### src/rtl/div_radix2_unit.sv
// Iterative unsigned radix-2 restoring divider that produces one quotient bit per clock.
// The state is {busy, done}: IDLE=00, RUN=10, DONE=01. A start edge reloads from any state.
module div_radix2_unit #(
  parameter int WIDTH = 32,
  parameter int CNT_W = 6
) (
  input  logic             clk,
  input  logic             rst,
  input  logic             start,
  input  logic [WIDTH-1:0] a,
  input  logic [WIDTH-1:0] b,
  output logic [WIDTH-1:0] q,
  output logic [WIDTH-1:0] r,
  output logic             done,
  output logic             busy
);

  localparam logic [CNT_W-1:0] LAST_ITER = CNT_W'(WIDTH - 1);

  logic [WIDTH-1:0] qreg_q, qreg_d;
  logic [WIDTH-1:0] rem_q, rem_d;
  logic [WIDTH-1:0] div_q, div_d;
  logic [CNT_W-1:0] cnt_q, cnt_d;
  logic             busy_q, busy_d;
  logic             done_q, done_d;
  logic [WIDTH:0]   shifted;
  logic [WIDTH:0]   trial;

  // Every register, including the RUN/DONE state bits, updates here.
  always_ff @(posedge clk) begin
    if (rst) begin
      qreg_q <= '0;
      rem_q  <= '0;
      div_q  <= '0;
      cnt_q  <= '0;
      busy_q <= 1'b0;
      done_q <= 1'b0;
    end else begin
      qreg_q <= qreg_d;
      rem_q  <= rem_d;
      div_q  <= div_d;
      cnt_q  <= cnt_d;
      busy_q <= busy_d;
      done_q <= done_d;
    end
  end

  // Shift the next dividend bit into the partial remainder and try to subtract.
  always_comb begin
    shifted = {rem_q, qreg_q[WIDTH-1]};
    trial   = shifted - {1'b0, div_q};
  end

  always_comb begin
    qreg_d = qreg_q;
    rem_d  = rem_q;
    div_d  = div_q;
    cnt_d  = cnt_q;
    busy_d = busy_q;
    done_d = done_q;
    if (start) begin
      qreg_d = a;
      rem_d  = '0;
      div_d  = b;
      cnt_d  = '0;
      busy_d = 1'b1;
      done_d = 1'b0;
    end else if (busy_q) begin
      // A borrow out of the top bit means the divisor did not fit, so restore.
      rem_d  = trial[WIDTH] ? shifted[WIDTH-1:0] : trial[WIDTH-1:0];
      qreg_d = {qreg_q[WIDTH-2:0], ~trial[WIDTH]};
      cnt_d  = cnt_q + 1'b1;
      if (cnt_q == LAST_ITER) begin
        busy_d = 1'b0;
        done_d = 1'b1;
      end
    end
  end

  always_comb begin
    q    = qreg_q;
    r    = rem_q;
    done = done_q;
    busy = busy_q;
  end

endmodule

### config.mk
export PLATFORM = sky130hd
export DESIGN_NAME = div_radix2_unit
export DESIGN_NICKNAME = d
export VERILOG_FILES = /design/src/rtl/div_radix2_unit.sv
export SDC_FILE = /design/constraint.sdc
export NUM_CORES = 1
export LEC_CHECK = 0
export ABC_AREA = 1
export BUFFER_PORTS_ARGS = -buffer_cell sky130_fd_sc_hd__clkbuf_2
export CORE_UTILIZATION = 60
export DETAILED_ROUTE_END_ITERATION = 12
export GPL_ROUTABILITY_DRIVEN = 0
export PLACE_DENSITY_LB_ADDON = 0.12
export SYNTH_ARGS = -nofsm -noshare
export SYNTH_HDL_FRONTEND = slang
export SYNTH_SLANG_ARGS = --single-unit
### constraint.sdc
create_clock -name clk -period 5 [get_ports clk]
set_input_delay 0.75 -clock clk [delete_from_list [all_inputs] [get_ports clk]]
set_output_delay 0.75 -clock clk [all_outputs]
set_load 0.03 [all_outputs]
---- Word-level counts from Yosys, hierarchy flattened ----
Index checks and enable logic that the tools add are counted.
storage, ports and cells
  register bits ........................... 104
  input port bits ......................... 67
  output and inout bits ................... 66
  word-level logic and storage cells ...... 19
operators by class
  add/sub/neg operators ................... 2
  equal/unequal tests ..................... 1
  mux-type cells .......................... 6
  bitwise gates (word level) .............. 1
  reduce and logical (&&, ||, !) cells .... 3
operators with widths
  operator             count
  $mux 32              3
  $sub 33x32->33       1
  $add 6x1->6 const B  1
  $eq 6x5->1 const B   1
  $mux 1               3
  $reduce_and 2->1     1
  $reduce_bool 2->1    1
  $reduce_or 2->1      1
  $not 1->1            1

---- Logic depth before layout (Yosys ltp) ----
Gate-level depths: netlist of run 1.
  depth in word-level cells ............... 4
  depth in mapped cells ................... 19
  mapped depth without buffers ............ 18

---- Least setup slack after synthesis of run 1 ----
Ideal clock, no wire load.
  path kind ............................... flip-flop to flip-flop
  start ................................... reg qreg_q[31], in the netlist q[31]
  end ..................................... reg rem_q[28], in the netlist r[28]
  library setup time ...................... 68 ps
  arrival ................................. 2362 ps
  data required time ...................... 4932 ps
  setup slack ............................. 2570 ps
  stages on the path, launching flop included .. 20
  path buffers ............................ 1
  period minus slack after synthesis ...... 2430 ps
  cells stage by stage .................... dfxtp_1 > inv_1 > ha_1 > fa_1 > inv_1 > nand2_1 > nand2_1 > nand3_1 > nand2_2 > nand2_2 > nand2_2 > nand2_2 > nand2_2 > nand2_2 > nand2_4 > buf_8 > nand2_2 > nand2_1 > nand2_1 > a21oi_2
on the way
  word-level cells in the longest chain between the ends .. 2
ends and longest elaborated chain
  what                    line  source
  from (decl)             20    logic [WIDTH-1:0] qreg_q, qreg_d;
  from (signal assigned)  39    qreg_q <= qreg_d;
  $sub 33x32->33          51    trial = shifted - {1'b0, div_q};
  $mux 32                 70    rem_d = trial[WIDTH] ? shifted[WIDTH-1:0] : trial[WIDTH-1:0];
  to (signal assigned)    40    rem_q <= rem_d;
  to (decl)               21    logic [WIDTH-1:0] rem_q, rem_d;
Every way passes these cells.
A chain may end at the register's enable or synchronous reset.

---- Final worst setup path of run 1 ----
  start ................................... reg busy_q, in the netlist busy
  end ..................................... reg qreg_q[11], in the netlist q[11]
on the way
  word-level cells in the longest chain between the ends .. 1
ends and longest elaborated chain
  what                                line  source
  from (decl)                         24    logic busy_q, busy_d;
  from (signal assigned)              43    busy_q <= busy_d;
  $reduce_bool 2->1 (no source line)  --
Every way passes these cells.

==> results.md, run 1 <==
- Post-synthesis sequential area ratio: 29.3%
- Worst Hold Depth: 2
- Netlist Area Pre-Place: 0.00711 mm^2
- Worst EP required: 5300 ps
- Slew @ Worst Pin: 1140 ps
- Asr flop ratio synth: 0%
- Mean cell area of the mapped netlist: 5.90 um^2
- RSZ-0062 raised after global routing: no
- Source of the worst register-to-register timing path: busy
- Most frequent cells in the layout: 413 x sky130_fd_sc_hd__nand2_1, 264 x sky130_fd_sc_hd__inv_1, 132 x sky130_fd_sc_hd__clkbuf_2
- Pins Over Slew Limit: 0
- Layout Nets: 1416
- Vias in the first global route: 6713
- Crit path kind: reg2reg
- Arrival time reported for the critical path endpoint: 3440 ps
- Clock slew at reported path FFs: 70 ps
- Post-CTS Setup Bufs: 0
- Net switching power: 0.587 mW
- Total number of placement rows: 39
- Post-route minimum period: 3140 ps
- Total internal power: 1.33 mW
- Total die area: 0.0123 mm^2
- Worst skew pair latency: 360 ps
- Core region area: 0.0115 mm^2
- Number of buffer cells added on primary ports: 132
- Final setup violation count: 0
- WL/cell: 12.1 um
- Number of buffers inserted for hold repair after clock tree synthesis: 0
- Worst hold path type: reg2reg
- Die Ht: 111 um
- Static Leakage: 4.64 nW
- Combinational fraction of design power: 18.8%
- Most instantiated flip-flop cell in the synthesis netlist: sky130_fd_sc_hd__dfxtp_1
- Yosys synthesis warning count: 0
- Number of vias per cell: 5.05
- Share of final-layout standard cells stronger than drive strength 1: 13.2%
- Overflow left after global routing: 0
- Nets in the synthesized netlist: 1307
- Starting density of the core: 62.0%
- Number of instances in the placed design: 1447
- TritonCTS clock tree: built
- Maximum Capacitance Violations: 0
- Total Routing Usage GR: 29.9%
- Worst setup path start: busy
- Outcome: finished clean
- Post-detailed-route count of antenna-violating nets: 0
- Critical path peak fanout: 35
- HPWL after DPL: 13200 um
- DRC errors left: 0
- Number of H-tree branching levels: 3
- Area growth, synth to finish: 13.5%
- Maximum frequency from static timing analysis: 319 MHz
- Worst Reg2Reg Path Length in Cells: 6
- Horizontal die dimension: 111 um
- Layout Cells excl Fill: 1463
- Clock root buffer master: sky130_fd_sc_hd__clkbuf_16
- Share of the synthesized area in the top cell type: 29.3%
- PostCTS Resize Cnt: 0
- First-pass GRT wire length: 30300 um
- Number of hold-slack violations in the final timing report: 0
- FF+latch count, synth: 104
- Wire length reported by the detailed router: 17700 um
- Sequential cell fraction of total power: 45.8%
- Clk pwr share: 35.4%
- Maximum clock skew at final layout: 13.5 ps
- Maximum clock path buffer count: 2
- Footprint of the flip-flops and latches: 0.00208 mm^2
- Number of I/O pins: 133
- Routed via count: 7392
- Maximum vdd drop: 292 uV
- Worst setup EP type: flop
- Count of distinct cell types in the synthesized netlist: 36
- Library cell occupying the most area in the post-synthesis netlist: sky130_fd_sc_hd__dfxtp_1
- Total power density per cell area: 238 mW/mm^2
- Area of the multi-input gates: 0.00383 mm^2
- Largest net degree at the start of global routing: 41
- CTS sink cnt: 104
- Number of synthesized flops with an enable pin: 0
- Most area-consuming cells after synthesis: sky130_fd_sc_hd__dfxtp_1 29%, sky130_fd_sc_hd__nand2_1 22%, sky130_fd_sc_hd__inv_1 14%, sky130_fd_sc_hd__ha_1 5.8%, sky130_fd_sc_hd__a21oi_1 5.8%
- Router iterations before antenna repair: 7
- Slew HR: 23.2%
- Accumulated negative setup slack: 0 ps
- Gate count after technology mapping: 1206
- Final worst path period share: 62.7%
- Sw Ratio: 30.6%
- Fill cell instance count of the final layout: 1113
- Number of antenna violations at the first check in global routing: 0
- Ant diodes: 0
- Overall Power: 1.92 mW
- Most common cell after layout, fill and taps aside: sky130_fd_sc_hd__nand2_1
- Nature of the critical path startpoint: flop
- Number of buffers created by CTS: 9
- Detailed Route Iter0 Violations: 399
- Hold path start: div_q[5]
final timing paths:
| path | to | slack, ps |
|---|---|---|
| setup / recovery | q[11] | 1860 |
| hold / removal | div_q[5] | 470 |
| setup reg to reg | q[11] | 1860 |
| hold reg to reg | div_q[5] | 470 |
synth_stat cells (all sizes together), types with 2 or more instances:
cell	count
a21oi	87
nand4	8
nand3	59
clkinv	3
nand2	427
xnor2	2
nand3b	2
a22oi	6
dfxtp	104
ha	33
clkbuf	28
nor2	64
o211ai	3
a31oi	2
nor3	7
buf	10
xor2	13
inv	265
a31o	2
o221ai	3
and2	2
o21ai	70
power by group through the flow:
stage               Clock (mW)  Sequential, mW  Combinational, mW
finish                   0.679           0.878              0.360
global route             0.726           0.882              0.407
CTS                      0.690           0.878              0.358
detailed placement           0           0.897              0.356
global placement             0           0.897              0.351
floorplan                    0           0.926              0.226
state kept, by name, indices dropped and copies added, names as in the netlist:
register  flops
r            32
div_q        32
busy          1
q            32
cnt_q         6
done          1
logic make-up (layout without fill, tap and decap cells):
family | Yosys count | after routing | share of synthesized area (%)
simple gates | 571 | 571 | 32.5
buf+inv | 306 | 420 | 16.9
compound gates | 176 | 176 | 13.4
flops | 104 | 104 | 29.3
fa+ha+maj | 34 | 34 | 6.09
xor+xnor | 15 | 15 | 1.85
through the flow:
stage | util [%] | instance area [um^2] | hold WS, ps | setup slack, ps
after floorplan | - | 7110 | 433 | 2570
after global placement | 67.9 | 7790 | 459 | 1970
after detailed placement | 67.9 | 7790 | 461 | 1850
after CTS | 70.4 | 8070 | 471 | 1870
after global routing | 70.4 | 8070 | 486 | 1400
final | 70.4 | 8070 | 467 | 1860
routing by layer:
metal | vias to the layer above | part of all wire, % | track usage [%]
li1 | 3876 | - | -
met1 | 3262 | 46 | 37.6
met2 | 215 | 45 | 49.5
met3 | 39 | 6.3 | 7.33
met4 | 0 | 2.4 | 10.5
met5 | - | 0 | 0
cell type report:
class / count / area share [%]
Clock buffer: 11 / 3.01
Clock inverter: 5 / 0.512
Inverter: 268 / 12.5
Multi-Input combinational cell: 796 / 47.4
Sequential cell: 104 / 25.8
Tap cell: 143 / 2.22
Timing Repair Buffer: 136 / 8.56
critical path, stage by stage (launching register included):
cell and delay [ps]:
sky130_fd_sc_hd__dfxtp_1 340, sky130_fd_sc_hd__clkinv_1 830, sky130_fd_sc_hd__nor2_1 920, sky130_fd_sc_hd__inv_1 520, sky130_fd_sc_hd__o21ai_0 290, sky130_fd_sc_hd__o21ai_0 100, sky130_fd_sc_hd__inv_1 80
Power figures use the tool's default switching activity.
==> run 2, diff against run 1 <==
CORE_UTILIZATION = 51   (was 60)
clock period = 2.75 ns   (was 5 ns; I/O delays follow)
==> results.md, run 2 (synthesis results as in run 1) <==
- Static Leakage: 4.67 nW
- Overflow left after global routing: 0
- HPWL after DPL: 13800 um
- Final setup violation count: 0
- Wire length reported by the detailed router: 17900 um
- Cell with the most instances on the worst path: sky130_fd_sc_hd__nand2_2
- Pins Over Slew Limit: 0
- Vias in the first global route: 6623
- Total power density per cell area: 432 mW/mm^2
- Slew HR: 40.7%
- Core region area: 0.0134 mm^2
- Accumulated negative setup slack: 0 ps
- Ordered cell list for the critical path: inv_1, ha_1, fa_1, inv_1, nand2_1, nand2_1, nand3_1, nand2_2, nand2_2, nand2_2, nand2_2, nand2_2, nand2_2, nand2_8, nand2_2, nand2_1, nand2_1, a21oi_2
- Post-placement worst setup slack: 222 ps
- Area growth, synth to finish: 15.1%
- Number of buffers created by CTS: 9
- Critical path peak fanout: 32
- Layout Nets: 1422
- Number of buffer cells added on primary ports: 132
- Routed via count: 7158
- Crit path kind: reg2reg
- Worst setup EP type: flop
- Nature of the critical path startpoint: flop
- Worst EP required: 3050 ps
- Number of buffer and inverter stages on the critical path: 2
- Maximum Capacitance Violations: 0
- Clk pwr share: 36.2%
- Share of final-layout standard cells stronger than drive strength 1: 13.7%
- Net switching power: 1.12 mW
- Met2 track utilization from global routing: 44.4%
- Total Routing Usage GR: 26.0%
- Horizontal die dimension: 120 um
- Clock slew at reported path FFs: 70 ps
- Total die area: 0.0144 mm^2
- Maximum frequency from static timing analysis: 406 MHz
- Ant diodes: 0
- Total internal power: 2.42 mW
- Most frequent cells in the layout: 413 x sky130_fd_sc_hd__nand2_1, 264 x sky130_fd_sc_hd__inv_1, 132 x sky130_fd_sc_hd__clkbuf_2
- Clock root buffer master: sky130_fd_sc_hd__clkbuf_16
- CTS sink cnt: 104
- Most common cell after layout, fill and taps aside: sky130_fd_sc_hd__nand2_1
- Maximum vdd drop: 336 uV
- Utilization of the core after routing: 61.1%
- Number of antenna violations at the first check in global routing: 0
- Number of hold-slack violations in the final timing report: 0
- Maximum clock skew at final layout: 9.32 ps
- Final worst path period share: 89.7%
- Number of vias per cell: 4.77
- Worst hold path type: in2reg
- Number of I/O pins: 133
- Met1 track utilization from global routing: 33.1%
- Outcome: finished clean
- Starting density of the core: 53.1%
- TritonCTS clock tree: built
- Sequential cell fraction of total power: 45.1%
- Slew @ Worst Pin: 887 ps
- Die Ht: 120 um
- Post-route minimum period: 2470 ps
- Crit path max-delay cell type: sky130_fd_sc_hd__fa_1
- DRC errors left: 0
- Arrival time reported for the critical path endpoint: 2760 ps
- Router iterations before antenna repair: 8
- Final worst-path setup slack: 284 ps
- Overall Power: 3.54 mW
- Worst skew pair latency: 360 ps
- Combinational fraction of design power: 18.7%
- Maximum cell stage delay along the critical path: 410 ps
- First-pass GRT wire length: 30400 um
- Met3 track utilization from global routing: 6.32%
- Largest net degree at the start of global routing: 40
- Number of H-tree branching levels: 3
- Family of cells with the greatest summed delay on the critical path: simple AND/OR/NAND/NOR gates
- WL/cell: 11.9 um
- Post-detailed-route count of antenna-violating nets: 0
- Sw Ratio: 31.6%
- Total number of placement rows: 42
- Detailed Route Iter0 Violations: 300
- Maximum clock path buffer count: 2
- Number of buffers inserted for hold repair after clock tree synthesis: 0
- Most congested layer reported by global routing: met2
-- run 2: changes by cell type in the layout (fill, tap and decap cells not counted), sizes merged --
cell,change
buf,+6
inv,+3
clkbuf,-2
clkinv,-1
-- run 2: worst paths after layout --
check | cells past startpoint | startpoint | slack, ps | end
min | 3 | b[0] | 280 | div_q[0]
max | 18 | q[31] | 280 | r[28]
min reg2reg | 2 | div_q[5] | 460 | div_q[5]
max reg2reg | 18 | q[31] | 280 | r[28]
-- run 2: worst reg2reg max path: cells and delay by family (launching register included) --
family | cells | cell delay [ps]
buffers and inverters | 2 | 130
adders and majority gates | 2 | 630
and+or+nand+nor | 13 | 1160
DFF | 1 | 350
AOI/OAI and AO/OA | 1 | 130
-- run 2: stage by stage --
stage               area [um^2]  hold slack (ps)  std cells
finish                     8190              278       1502
global route               8190              283       1502
CTS                        8170              271       1502
detailed placement         7870              452       1486
floorplan                  7110              433       1206
global placement           7870              452       1486
-- run 2: repair_timing --
action	in CTS	in global routing
endpoints found under the setup margin	0	30
gates resized for setup	0	2
setup buffers	0	0
-- run 2: layout make-up --
cell class / instances / area (um^2)
clock buffer: 9 / 225
clock inverter: 7 / 72.6
fill: 1370 / 5210
inverter: 268 / 1010
multi-input combinational: 796 / 3850
sequential: 104 / 2080
tap: 176 / 220
timing repair buffer: 142 / 736
-- run 2: layer usage --
metal	up-vias	part of all wire [%]
met2	145	46
met3	15	5.3
met1	3111	47
li1	3887	-
met4	0	1.2
met5	-	0
-- run 2: power groups by stage --
stage,clock network (mW),logic (mW),registers (mW)
after global placement,0,0.655,1.63
after detailed placement,0,0.659,1.63
after floorplan,0,0.411,1.68
after CTS,1.31,0.663,1.60
final,1.28,0.661,1.60
after global routing,1.37,0.748,1.60
